**src/rtl/dp_ram_arbiter_pkg.sv**
```systemverilog
// Shared types and helpers for the dual-port RAM arbiter.
//   req_idx_t  : requester index
//   port_cmd_t : one RAM port command {en, we, addr, wdata}
//   rr_next    : modular add of two indices (wraps at ARB_NUM_REQ)
package dp_ram_arb_pkg;

  localparam int ARB_NUM_REQ    = 4;
  localparam int ARB_DATA_WIDTH = 32;
  localparam int ARB_DEPTH      = 256;
  localparam int ARB_ADDR_WIDTH = $clog2(ARB_DEPTH);
  localparam int ARB_IDX_WIDTH  = $clog2(ARB_NUM_REQ);

  typedef logic [ARB_IDX_WIDTH-1:0] req_idx_t;

  typedef struct packed {
    logic                      en;
    logic                      we;
    logic [ARB_ADDR_WIDTH-1:0] addr;
    logic [ARB_DATA_WIDTH-1:0] wdata;
  } port_cmd_t;

  // (ptr + idx) mod ARB_NUM_REQ; also works when ARB_NUM_REQ is not a power of two
  function automatic req_idx_t rr_next(req_idx_t ptr, req_idx_t idx);
    int sum;
    sum = int'(ptr) + int'(idx);
    if (sum >= ARB_NUM_REQ) sum -= ARB_NUM_REQ;
    return req_idx_t'(sum);
  endfunction

endpackage

```
**src/rtl/dp_ram_arbiter_if.sv**
```systemverilog
// Requester-side bus of the RAM arbiter.
//   master : requesters (drive req_*, receive req_ready and resp_*)
//   slave  : arbiter
interface dp_ram_arbiter_if
  import dp_ram_arb_pkg::*;
#(
  parameter int NUM_REQ    = ARB_NUM_REQ,
  parameter int DATA_WIDTH = ARB_DATA_WIDTH,
  parameter int ADDR_WIDTH = ARB_ADDR_WIDTH
);
  logic [NUM_REQ-1:0]            req_valid;
  logic [NUM_REQ-1:0]            req_we;
  logic [NUM_REQ*ADDR_WIDTH-1:0] req_addr;
  logic [NUM_REQ*DATA_WIDTH-1:0] req_wdata;
  logic [NUM_REQ-1:0]            req_ready;
  logic [NUM_REQ-1:0]            resp_valid;
  logic [NUM_REQ*DATA_WIDTH-1:0] resp_data;

  modport master (
    output req_valid, req_we, req_addr, req_wdata,
    input  req_ready, resp_valid, resp_data
  );

  modport slave (
    input  req_valid, req_we, req_addr, req_wdata,
    output req_ready, resp_valid, resp_data
  );
endinterface

```
**src/rtl/dp_ram_arbiter_rr_pick.sv**
```systemverilog
// Rotating-priority finder: first set bit of req at or after start (wrapping).
//   req   : candidate mask
//   start : index with highest priority
//   found : any bit set
//   idx   : winning index (0 when nothing found)
module rr_pick
  import dp_ram_arb_pkg::*;
#(
  parameter int N = ARB_NUM_REQ
) (
  input  logic [N-1:0] req,
  input  req_idx_t     start,
  output logic         found,
  output req_idx_t     idx
);

  // Walk offsets from farthest to nearest so the nearest hit is the one kept.
  always_comb begin
    found = 1'b0;
    idx   = '0;
    for (int i = N - 1; i >= 0; i--) begin
      if (req[rr_next(start, req_idx_t'(i))]) begin
        found = 1'b1;
        idx   = rr_next(start, req_idx_t'(i));
      end
    end
  end

endmodule

```
**src/rtl/dp_ram_arbiter.sv**
```systemverilog
// Shares one dual-port RAM among NUM_REQ requesters. Up to two requests are
// granted per cycle (first winner -> port A, second -> port B) and read data
// is routed back to its owner one cycle later.
//   clk, reset         : clock, async active-low reset
//   bus                : requester handshake / response bus (slave side)
//   ram_*_a / ram_*_b  : RAM port commands and registered read returns
//   protocol_err       : sticky, RAM read-valid disagreed with an issued read
module dp_ram_arbiter
  import dp_ram_arb_pkg::*;
#(
  parameter int NUM_REQ    = ARB_NUM_REQ,
  parameter int DATA_WIDTH = ARB_DATA_WIDTH,
  parameter int DEPTH      = ARB_DEPTH,
  parameter int ADDR_WIDTH = $clog2(DEPTH),
  parameter int IDX_WIDTH  = $clog2(NUM_REQ)
) (
  input  logic                  clk,
  input  logic                  reset,
  dp_ram_arbiter_if.slave       bus,
  output logic                  ram_enable_a,
  output logic                  ram_enable_b,
  output logic                  ram_write_enable_a,
  output logic                  ram_write_enable_b,
  output logic [ADDR_WIDTH-1:0] ram_address_a,
  output logic [ADDR_WIDTH-1:0] ram_address_b,
  output logic [DATA_WIDTH-1:0] ram_write_data_a,
  output logic [DATA_WIDTH-1:0] ram_write_data_b,
  input  logic                  ram_read_valid_a,
  input  logic                  ram_read_valid_b,
  input  logic [DATA_WIDTH-1:0] ram_read_data_a,
  input  logic [DATA_WIDTH-1:0] ram_read_data_b,
  output logic                  protocol_err
);

  logic [IDX_WIDTH-1:0]  rr_ptr;
  logic [IDX_WIDTH-1:0]  g0, g1;
  logic                  found0, found1;
  logic [NUM_REQ-1:0]    mask1;
  logic [ADDR_WIDTH-1:0] g0_addr;
  logic [IDX_WIDTH-1:0]  tag_a_q, tag_b_q;
  logic                  tag_a_vld_q, tag_b_vld_q;
  port_cmd_t             cmd_a, cmd_b;

  rr_pick #(.N(NUM_REQ)) u_pick0 (
    .req   (bus.req_valid),
    .start (rr_ptr),
    .found (found0),
    .idx   (g0)
  );

  assign g0_addr = bus.req_addr[g0*ADDR_WIDTH +: ADDR_WIDTH];

  // Second winner: exclude g0 and anything that would collide with it.
  // Two reads of the same word are harmless and stay eligible.
  always_comb begin
    mask1 = '0;
    for (int i = 0; i < NUM_REQ; i++) begin
      mask1[i] = found0 && bus.req_valid[i] && (req_idx_t'(i) != g0) &&
                 !((bus.req_addr[i*ADDR_WIDTH +: ADDR_WIDTH] == g0_addr) &&
                   (bus.req_we[g0] || bus.req_we[i]));
    end
  end

  rr_pick #(.N(NUM_REQ)) u_pick1 (
    .req   (mask1),
    .start (rr_next(g0, req_idx_t'(1))),
    .found (found1),
    .idx   (g1)
  );

  // Grants and port commands are held at zero while reset is asserted.
  always_comb begin
    bus.req_ready = '0;
    cmd_a         = '0;
    cmd_b         = '0;
    if (reset) begin
      if (found0) begin
        bus.req_ready[g0] = 1'b1;
        cmd_a.en          = 1'b1;
        cmd_a.we          = bus.req_we[g0];
        cmd_a.addr        = g0_addr;
        cmd_a.wdata       = bus.req_wdata[g0*DATA_WIDTH +: DATA_WIDTH];
      end
      if (found1) begin
        bus.req_ready[g1] = 1'b1;
        cmd_b.en          = 1'b1;
        cmd_b.we          = bus.req_we[g1];
        cmd_b.addr        = bus.req_addr[g1*ADDR_WIDTH +: ADDR_WIDTH];
        cmd_b.wdata       = bus.req_wdata[g1*DATA_WIDTH +: DATA_WIDTH];
      end
    end
  end

  assign ram_enable_a       = cmd_a.en;
  assign ram_write_enable_a = cmd_a.we;
  assign ram_address_a      = cmd_a.addr;
  assign ram_write_data_a   = cmd_a.wdata;
  assign ram_enable_b       = cmd_b.en;
  assign ram_write_enable_b = cmd_b.we;
  assign ram_address_b      = cmd_b.addr;
  assign ram_write_data_b   = cmd_b.wdata;

  always_ff @(posedge clk or negedge reset) begin
    if (!reset) begin
      rr_ptr       <= '0;
      tag_a_q      <= '0;
      tag_b_q      <= '0;
      tag_a_vld_q  <= 1'b0;
      tag_b_vld_q  <= 1'b0;
      protocol_err <= 1'b0;
    end else begin
      if (found1)      rr_ptr <= rr_next(g1, req_idx_t'(1));
      else if (found0) rr_ptr <= rr_next(g0, req_idx_t'(1));
      tag_a_q      <= g0;
      tag_b_q      <= g1;
      tag_a_vld_q  <= found0 && !bus.req_we[g0];
      tag_b_vld_q  <= found1 && !bus.req_we[g1];
      protocol_err <= protocol_err ||
                      (tag_a_vld_q != ram_read_valid_a) ||
                      (tag_b_vld_q != ram_read_valid_b);
    end
  end

  always_comb begin
    bus.resp_valid = '0;
    bus.resp_data  = '0;
    if (reset && tag_a_vld_q && ram_read_valid_a) begin
      bus.resp_valid[tag_a_q]                       = 1'b1;
      bus.resp_data[tag_a_q*DATA_WIDTH +: DATA_WIDTH] = ram_read_data_a;
    end
    if (reset && tag_b_vld_q && ram_read_valid_b) begin
      bus.resp_valid[tag_b_q]                       = 1'b1;
      bus.resp_data[tag_b_q*DATA_WIDTH +: DATA_WIDTH] = ram_read_data_b;
    end
  end

endmodule

```
**src/flat_wrapper.sv**
```systemverilog
// flat-port wrapper written by rule: the top's interface ports become plain ports
module dp_ram_arbiter_flat import dp_ram_arb_pkg::*;
#(
  parameter int NUM_REQ    = ARB_NUM_REQ,
  parameter int DATA_WIDTH = ARB_DATA_WIDTH,
  parameter int DEPTH      = ARB_DEPTH,
  parameter int ADDR_WIDTH = $clog2(DEPTH),
  parameter int IDX_WIDTH  = $clog2(NUM_REQ)
)
  (clk, reset, ram_enable_a, ram_enable_b, ram_write_enable_a, ram_write_enable_b, ram_address_a, ram_address_b, ram_write_data_a, ram_write_data_b, ram_read_valid_a, ram_read_valid_b, ram_read_data_a, ram_read_data_b, protocol_err, bus_req_valid, bus_req_we, bus_req_addr, bus_req_wdata, bus_req_ready, bus_resp_valid, bus_resp_data);
  dp_ram_arbiter_if #(.NUM_REQ(NUM_REQ), .DATA_WIDTH(DATA_WIDTH), .ADDR_WIDTH(ADDR_WIDTH)) bus_i ();
  input  logic clk;
  input  logic reset;
  output logic ram_enable_a;
  output logic ram_enable_b;
  output logic ram_write_enable_a;
  output logic ram_write_enable_b;
  output logic [ADDR_WIDTH-1:0] ram_address_a;
  output logic [ADDR_WIDTH-1:0] ram_address_b;
  output logic [DATA_WIDTH-1:0] ram_write_data_a;
  output logic [DATA_WIDTH-1:0] ram_write_data_b;
  input  logic ram_read_valid_a;
  input  logic ram_read_valid_b;
  input  logic [DATA_WIDTH-1:0] ram_read_data_a;
  input  logic [DATA_WIDTH-1:0] ram_read_data_b;
  output logic protocol_err;
  input wire logic [$bits(bus_i.req_valid)-1:0] bus_req_valid;
  input wire logic [$bits(bus_i.req_we)-1:0] bus_req_we;
  input wire logic [$bits(bus_i.req_addr)-1:0] bus_req_addr;
  input wire logic [$bits(bus_i.req_wdata)-1:0] bus_req_wdata;
  output wire logic [$bits(bus_i.req_ready)-1:0] bus_req_ready;
  output wire logic [$bits(bus_i.resp_valid)-1:0] bus_resp_valid;
  output wire logic [$bits(bus_i.resp_data)-1:0] bus_resp_data;
  assign bus_i.req_valid = bus_req_valid;
  assign bus_i.req_we = bus_req_we;
  assign bus_i.req_addr = bus_req_addr;
  assign bus_i.req_wdata = bus_req_wdata;
  assign bus_req_ready = bus_i.req_ready;
  assign bus_resp_valid = bus_i.resp_valid;
  assign bus_resp_data = bus_i.resp_data;
  dp_ram_arbiter #(.NUM_REQ(NUM_REQ), .DATA_WIDTH(DATA_WIDTH), .DEPTH(DEPTH), .ADDR_WIDTH(ADDR_WIDTH), .IDX_WIDTH(IDX_WIDTH)) u_core (.clk(clk), .reset(reset), .bus(bus_i), .ram_enable_a(ram_enable_a), .ram_enable_b(ram_enable_b), .ram_write_enable_a(ram_write_enable_a), .ram_write_enable_b(ram_write_enable_b), .ram_address_a(ram_address_a), .ram_address_b(ram_address_b), .ram_write_data_a(ram_write_data_a), .ram_write_data_b(ram_write_data_b), .ram_read_valid_a(ram_read_valid_a), .ram_read_valid_b(ram_read_valid_b), .ram_read_data_a(ram_read_data_a), .ram_read_data_b(ram_read_data_b), .protocol_err(protocol_err));
endmodule
```
**config.mk**
```make
export PLATFORM = sky130hd
export DESIGN_NAME = dp_ram_arbiter_flat
export DESIGN_NICKNAME = d
export VERILOG_FILES = /design/src/rtl/dp_ram_arbiter_pkg.sv /design/src/rtl/dp_ram_arbiter_if.sv /design/src/rtl/dp_ram_arbiter_rr_pick.sv /design/src/rtl/dp_ram_arbiter.sv /design/src/flat_wrapper.sv
export SDC_FILE = /design/constraint.sdc
export NUM_CORES = 1
export LEC_CHECK = 0
export CAP_MARGIN = 20
export CORE_AREA = 2 2 179 181
export CTS_CLUSTER_SIZE = 24
export DETAILED_ROUTE_END_ITERATION = 7
export DIE_AREA = 0 0 181 183
export GPL_ROUTABILITY_DRIVEN = 0
export PLACE_DENSITY_LB_ADDON = 0.05
export SLEW_MARGIN = 10
export SYNTH_ARGS = -nofsm -noshare
export SYNTH_HDL_FRONTEND = slang
export SYNTH_SLANG_ARGS = --single-unit
```
**constraint.sdc**
```tcl
create_clock -name clk -period 6.15 [get_ports clk]
set_clock_uncertainty 0.2 [all_clocks]
set_input_delay 1.23 -clock clk [delete_from_list [all_inputs] [get_ports clk]]
set_output_delay 1.23 -clock clk [all_outputs]
set_load 0.005 [all_outputs]
```
-- Word level (Yosys, flattened, before mapping)
Cells that the tools add are included.
- order comparisons: 26
- reduce and logical (&&, ||, !) cells: 40
- muxes and demuxes: 69
- add/subtract/negate cells: 20
- eq/ne operators: 9
- shifts and indexed selects: 8
- bitwise operators: 3
- operators with widths (operator ; count):
    $mux 128 ; 2
    $shift 32x34->128 const A ; 2
    $shiftx 128x8->32 ; 2
    $shiftx 32x34->128 ; 2
    $mux 42 ; 4
    $and 128x128->128 ; 1
    $bwmux 128 ; 1
    $neg 7->34 ; 2
    $shiftx 32x6->8 ; 2
    $mux 2 ; 20
    $lt 2x3->1 const B ; 12
    $eq 8x8->1 ; 4
    $logic_and 1x1->1 ; 26
    $ge 3x3->1 const B ; 8
    $mux 4 ; 6
    $mux 1 ; 22
    $bmux 1 s2 ; 10
    $sub 2x1->2 const B ; 10
    $add 2x1->3 const B ; 4
    $add 2x2->3 const B ; 4
    $demux 1 s2 ; 4
    $ge 2x1->1 const B ; 4
    $or 4x4->4 ; 2
    $ge 2x3->1 const B ; 2
    other kinds (6) ; 19
- output and inout port bits: 221
- word-level logic and storage cells: 181
- register bits after elaboration: 9

-- Logic depth before layout (Yosys ltp)
Gate-level depths: netlist of run 1.
- depth after elaboration: 28
- gate-level depth with buffers: 20

-- Hierarchy
From an unflattened synthesis of run 1, not the netlist that was laid out.
- cells, all modules: 621
- area, all modules: 5916.9 sq um
- modules (own cells, without submodules) (module ; area each (sq um) ; seq. area each (sq um) ; cells an instance ; instances):
    dp_ram_arbiter ; 5761.8 ; 225.2 ; 595 ; 1
    rr_pick ; 77.6 ; 0.0 ; 13 ; 2

-- Worst setup path before layout of run 1
OpenSTA, ideal clock, no wires.
- kind: input to output
- from: input bus_req_valid[2]
- to: output bus_req_ready[3]
- data required time: 4720 ps
- path buffers: 5
- path slack: 100 ps
- stages: 17
- arrival: 4620 ps
- cell sequence: nor2b_1 a211oi_1 nor2_1 clkbuf_1 clkbuf_1 clkbuf_1 ha_1 nor2b_1 and2_1 a22oi_1 nand2_1 a21o_1 buf_6 buf_2 and2_1 ha_1 a22o_1
- word-level cells in the longest chain between the ends: 25
- RTL lines (element ; RTL line ; RTL):
    from (decl) ; flat_wrapper.sv:27 ; input wire logic [$bits(bus_i.req_valid)-1:0] bus_req_valid;
    $bmux 1 s2 ; dp_ram_arbiter_rr_pick.sv:22 ; if (req[rr_next(start, req_idx_t'(i))]) begin
    $mux 1 (implied by the code) ; dp_ram_arbiter_rr_pick.sv:22 ;
    $mux 2 (3 in a row) ; dp_ram_arbiter_rr_pick.sv:22 ;
    $mux 2 * ; dp_ram_arbiter_rr_pick.sv:22 ;
    named net u_core.g0[1] ; dp_ram_arbiter.sv:36 ; logic [IDX_WIDTH-1:0] g0, g1;
    $add 2x1->3 / $bmux 1 s2 (equally long branches) ; dp_ram_arbiter_pkg.sv:25, dp_ram_arbiter.sv:60 ;
    $ge 3x3->1, or another cell as far along ; dp_ram_arbiter_pkg.sv:26 ; if (sum >= ARB_NUM_REQ) sum -= ARB_NUM_REQ;
    $mux 2 / $logic_or 1x1->1 (equally long branches) ; dp_ram_arbiter_pkg.sv:26, dp_ram_arbiter.sv:60 ;
    (+9 left out) ; -- ;
    named net u_core.g1[1] ; dp_ram_arbiter.sv:36 ;
    $lt 2x3->1 (implied by the code) / $ge 2x1->1 (equally long branches) ; dp_ram_arbiter.sv:85 ; bus.req_ready[g1] = 1'b1;
    $logic_and 1x1->1 (implied by the code) ; dp_ram_arbiter.sv:85 ;
    $mux 1 (implied by the code) ; dp_ram_arbiter.sv:85 ;
    $demux 1 s2 * ; -- ;
    $or 4x4->4 (no line) * ; -- ;
    $mux 4 * ; dp_ram_arbiter.sv:84 ; if (found1) begin
    $mux 4 * ; dp_ram_arbiter.sv:76 ; if (reset) begin
    to (decl) ; flat_wrapper.sv:31 ; output wire logic [$bits(bus_i.req_ready)-1:0] bus_req_ready;
Mark *: on every way through the listed nets, which the timed path passes. The rest lies on a longest branch. The select of a mux whose other input is x is not followed.

-- Final worst setup path of run 1
- from: input bus_req_valid[0]
- to: output ram_write_data_b[7]
- word-level cells in the longest chain between the ends: 21
- RTL lines (element ; RTL line ; RTL):
    $bmux 1 s2 ; dp_ram_arbiter_rr_pick.sv:22 ;
    $mux 1 (implied by the code) ; dp_ram_arbiter_rr_pick.sv:22 ;
    $mux 2 (4 in a row) ; dp_ram_arbiter_rr_pick.sv:22 ;
    $add 2x1->3 / $bmux 1 s2 (equally long branches) ; dp_ram_arbiter_pkg.sv:25, dp_ram_arbiter.sv:60 ;
    $ge 3x3->1, or another cell as far along ; dp_ram_arbiter_pkg.sv:26 ;
    $mux 2 / $logic_or 1x1->1 (equally long branches) ; dp_ram_arbiter_pkg.sv:26, dp_ram_arbiter.sv:60 ;
    $add 2x2->3 / $logic_and 1x1->1 (equally long branches) ; dp_ram_arbiter_pkg.sv:25, dp_ram_arbiter.sv:59 ;
    $ge 3x3->1, or another cell as far along ; dp_ram_arbiter_pkg.sv:26 ;
    $mux 2 / $logic_and 1x1->1 (equally long branches) ; dp_ram_arbiter_pkg.sv:26, dp_ram_arbiter.sv:58 ;
    $bmux 1 s2 ; dp_ram_arbiter_rr_pick.sv:22 ;
    $mux 1 (implied by the code) ; dp_ram_arbiter_rr_pick.sv:22 ;
    $mux 2 (4 in a row) ; dp_ram_arbiter_rr_pick.sv:22 ;
    $shiftx 128x8->32 ; dp_ram_arbiter.sv:89 ; cmd_b.wdata = bus.req_wdata[g1*DATA_WIDTH +: DATA_WIDTH];
    $mux 42 * ; dp_ram_arbiter.sv:84 ;
    $mux 42 * ; dp_ram_arbiter.sv:76 ;
    to (decl) ; flat_wrapper.sv:21 ; output logic [DATA_WIDTH-1:0] ram_write_data_b;
Every way passes the cells marked *; elsewhere a longest branch is shown, timed or not. The select of a mux whose other input is x is not followed.

==> metrics.md, run 1 <==
| Metric | Value |
|---|---|
| Status | `completed` |
| Fin nets | `1,986` |
| First-pass GRT wire length | `69.8 mm` |
| Die width | `181 um` |
| Worst Setup Start Kind | `input port` |
| Dpl cell area | `0.0139 mm2` |
| Vias per inst | `5.55` |
| Largest area contributor in the netlist | `a211oi_1` |
| YS warnings | `0` |
| FILL cells | `3,147` |
| Leakage | `6.05 nW` |
| Tot GR Track Use | `0.261` |
| Clk_lat worst skew | `0.24 ns` |
| Overall power | `5.82 mW` |
| Reg clk slew, reported paths | `0.04 ns` |
| Vias in the first global route | `11.6k` |
| Critical path endpoint | `ram_write_data_b[7]` |
| Antenna Nets Post-Route | `0` |
| Mean Syn Cell Area | `6.46 um2` |
| Setup CP Type | `input port to primary output` |
| Cell Pwr Density | `387 mW/mm2` |
| 1st-pass router iterations | `5` |
| Max stage delay cell, worst path | `or4_4` |
| Worst r2r src | `u_core.rr_ptr[1]$_DFFE_PN0P_` |
| Gr ovfl total | `0` |
| Largest net degree at the start of global routing | `81` |
| Top-area cell type share of the netlist area | `0.162` |
| CP Cell Sequence | `clkdlybuf4s15_2 > nor2b_1 > or4_4 > and3_4 > o311a_1 > or4_4 > a31oi_4 > a32oi_4 > buf_12 > buf_4 > buf_12 > and2_1 > a211oi_2 > o22ai_2 > dlygate4sd2_1` |
| Commonest non-fill, non-tap cell in the layout | `clkdlybuf4s50_1` |
| Initial antenna violation count | `6` |
| Deepest clock path buffer count | `2` |
| Critical Path Sink Type | `primary output` |
| Area contributors post-synth | `a211oi_1 (16%), a22o_1 (15%), o211ai_1 (7.7%)` |
| Starting density of the core | `0.249` |
| Core area | `0.0312 mm2` |
| Asr flop ratio synth | `1.00` |
| Max_cap viols | `0` |
| Setup slack, reg-to-reg | `2.43 ns` |
| CP Max Fanout | `20` |
| Distinct cells, synth | `68` |
| Crit path DAT | `4.68 ns` |
| Peak VDD IR | `0.000273 V` |
| Mapped cell area | `0.00776 mm2` |
| M1 wire length | `20.6 mm` |
| Register area | `225 um2` |
| IO buf count | `456` |
| Fin. Hold Viols | `0` |
| RSZ-0062 raised after global routing | `true` |
| Root buf cell | `clkbuf_16` |
| Post-DP HPWL | `33.9 mm` |
| Period utilization | `0.994` |
| Layout cells sized above 1 | `0.217` |
| Post-Syn Instances | `1,202` |
| Register area share after synthesis | `0.0290` |
| Commonest cells after routing, fill and taps aside | `clkdlybuf4s50_1 (389), buf_4 (158), a22o_1 (134)` |
| Row count | `65` |
| Fmax | `164 MHz` |
| Die area | `0.0331 mm2` |
| Final Cell Area | `0.0150 mm2` |
| WP data required | `4.72 ns` |
| R2r worst-path depth | `12` |
| Most used DFF post-synth | `dfrtp_1` |
| Slew HR | `0.519` |
| Met3 Wirelength | `3.31 mm` |
| CP startpoint | `bus_req_valid[0]` |
| DRC | `0` |
| Post-synth EDFFs | `0` |
| CTS Buf Count | `3` |
| Worst Tran Pin Value | `0.722 ns` |
| Final setup violation count | `0` |
| Vias | `11.8k` |
| FF+latch count, synth | `9` |
| CTS tree | `yes` |
| WL final | `46.2 mm` |
| Number of DRC markers in iteration 0 | `833` |
| Final Max Tran Viols | `0` |
| H-tree levels | `1` |
| Critical path's largest stage delay | `0.52 ns` |
| Metal2 WL | `21.4 mm` |
| Hold_buf cts | `0` |
| Minimum clock period | `6.11 ns` |
| R2R Path End | `u_core.rr_ptr[1]$_DFFE_PN0P_` |
| Die Y | `183 um` |
| Io pins | `457` |
| Area grow syn2layout | `93.7%` |
| Wire per inst | `21.7 um` |
| Syn_nets | `1,461` |
| Area of the multi-input gates | `0.00739 mm2` |
| Clk sinks | `9` |
| Hold crit path type | `register to register` |
| Highest routed layer | `met5` |
[kinds of logic after synthesis]
group,Yosys count,synth area share
AO/OA/AOI/OAI,504,0.507
AND/OR/NAND/NOR,394,0.255
multiplexers,2,0.00274
buffers and inverters,234,0.128
XOR/XNOR,36,0.0406
flip-flops,9,0.0290
adder cells (fa/ha/maj),23,0.0371
[worst min-delay path by stage]
stage,cells past startpoint,end,startpoint
3_3_place_gp,1,u_core.protocol_err$_DFF_PN0_,u_core.protocol_err$_DFF_PN0_
6_report,1,u_core.protocol_err$_DFF_PN0_,u_core.protocol_err$_DFF_PN0_
2_1_floorplan,1,u_core.protocol_err$_DFF_PN0_,u_core.protocol_err$_DFF_PN0_
3_5_place_dp,1,u_core.protocol_err$_DFF_PN0_,u_core.protocol_err$_DFF_PN0_
5_1_grt,1,u_core.protocol_err$_DFF_PN0_,u_core.protocol_err$_DFF_PN0_
4_1_cts,1,u_core.protocol_err$_DFF_PN0_,u_core.protocol_err$_DFF_PN0_
[layer usage]
metal	up-vias	global-route usage
met1	5700	0.359
met2	463	0.429
li1	5605	-
met4	2	0.0462
met5	-	0
met3	64	0.0506
[final cells by class]
type,count,area share
Clock buffer,3,0.00499
Antenna cell,5,0.000832
Multi-Input combinational cell,959,0.491
Sequential cell,9,0.0150
Inverter,99,0.0247
Tap cell,402,0.0334
Timing Repair Buffer,655,0.430
Clock inverter,1,0.000333
[metrics by stage]
stage | utilization | std cells | hold slack, ns | worst slack [ns] | setup TNS, ns
finish | 0.482 | 2133 | 0.273 | 0.0359 | 0
global route | 0.482 | 2133 | 0.302 | -0.0528 | -0.158
CTS | 0.467 | 2121 | 0.277 | -0.0528 | -0.0838
detailed placement | 0.444 | 2096 | 0.269 | -0.753 | -34.85
global placement | 0.444 | 2096 | 0.258 | -0.738 | -32.89
floorplan | - | 1202 | 0.264 | 0.0997 | 0
[sequential cells by signal, indices dropped and copies added (netlist names)]
signal / cells
u_core.tag_a_q: 2
u_core.tag_b_vld_q: 1
u_core.protocol_err: 1
u_core.tag_a_vld_q: 1
u_core.tag_b_q: 2
u_core.rr_ptr: 2
[power breakdown]
part / leakage [nW] / total (mW) / switching (mW) / internal, mW
Sequential: 0.104 / 0.134 / 0.0446 / 0.0894
Combinational: 5.90 / 5.57 / 2.88 / 2.68
Clock: 0.0409 / 0.115 / 0.0295 / 0.0857
[what timing repair did]
item,4_1_cts,5_1_grt
setup endpoints to repair,66,65
buffers inserted,16,7
pin swaps,32,44
resized for setup,178,105
cloned,5,0
[worst max-delay path, delay by kind of cell]
family                 cells  cell delay (ns)
AND/OR/NAND/NOR            5             1.51
AO/OA/AOI/OAI              5             1.01
buffers and inverters      5             0.91
[cells in the mapped netlist, drive strengths merged (9+ instances only)]
cell	number
o22ai	41
o21ai	18
nor4	10
ha	23
a22o	134
dfrtp	9
xnor2	10
nand3	20
nor2	96
buf	49
a21oi	10
xor2	26
and2	85
clkbuf	86
o211ai	80
nand2	96
nor2b	11
inv	99
a211oi	169
and3	46
(Power assumes the default switching activity.)
==> run 2: changes to the inputs <==
CTS_CLUSTER_DIAMETER = 40   (was unset)
==> results of run 2 <==
The final DEF is identical to that of run 1; final timing and power are the same.
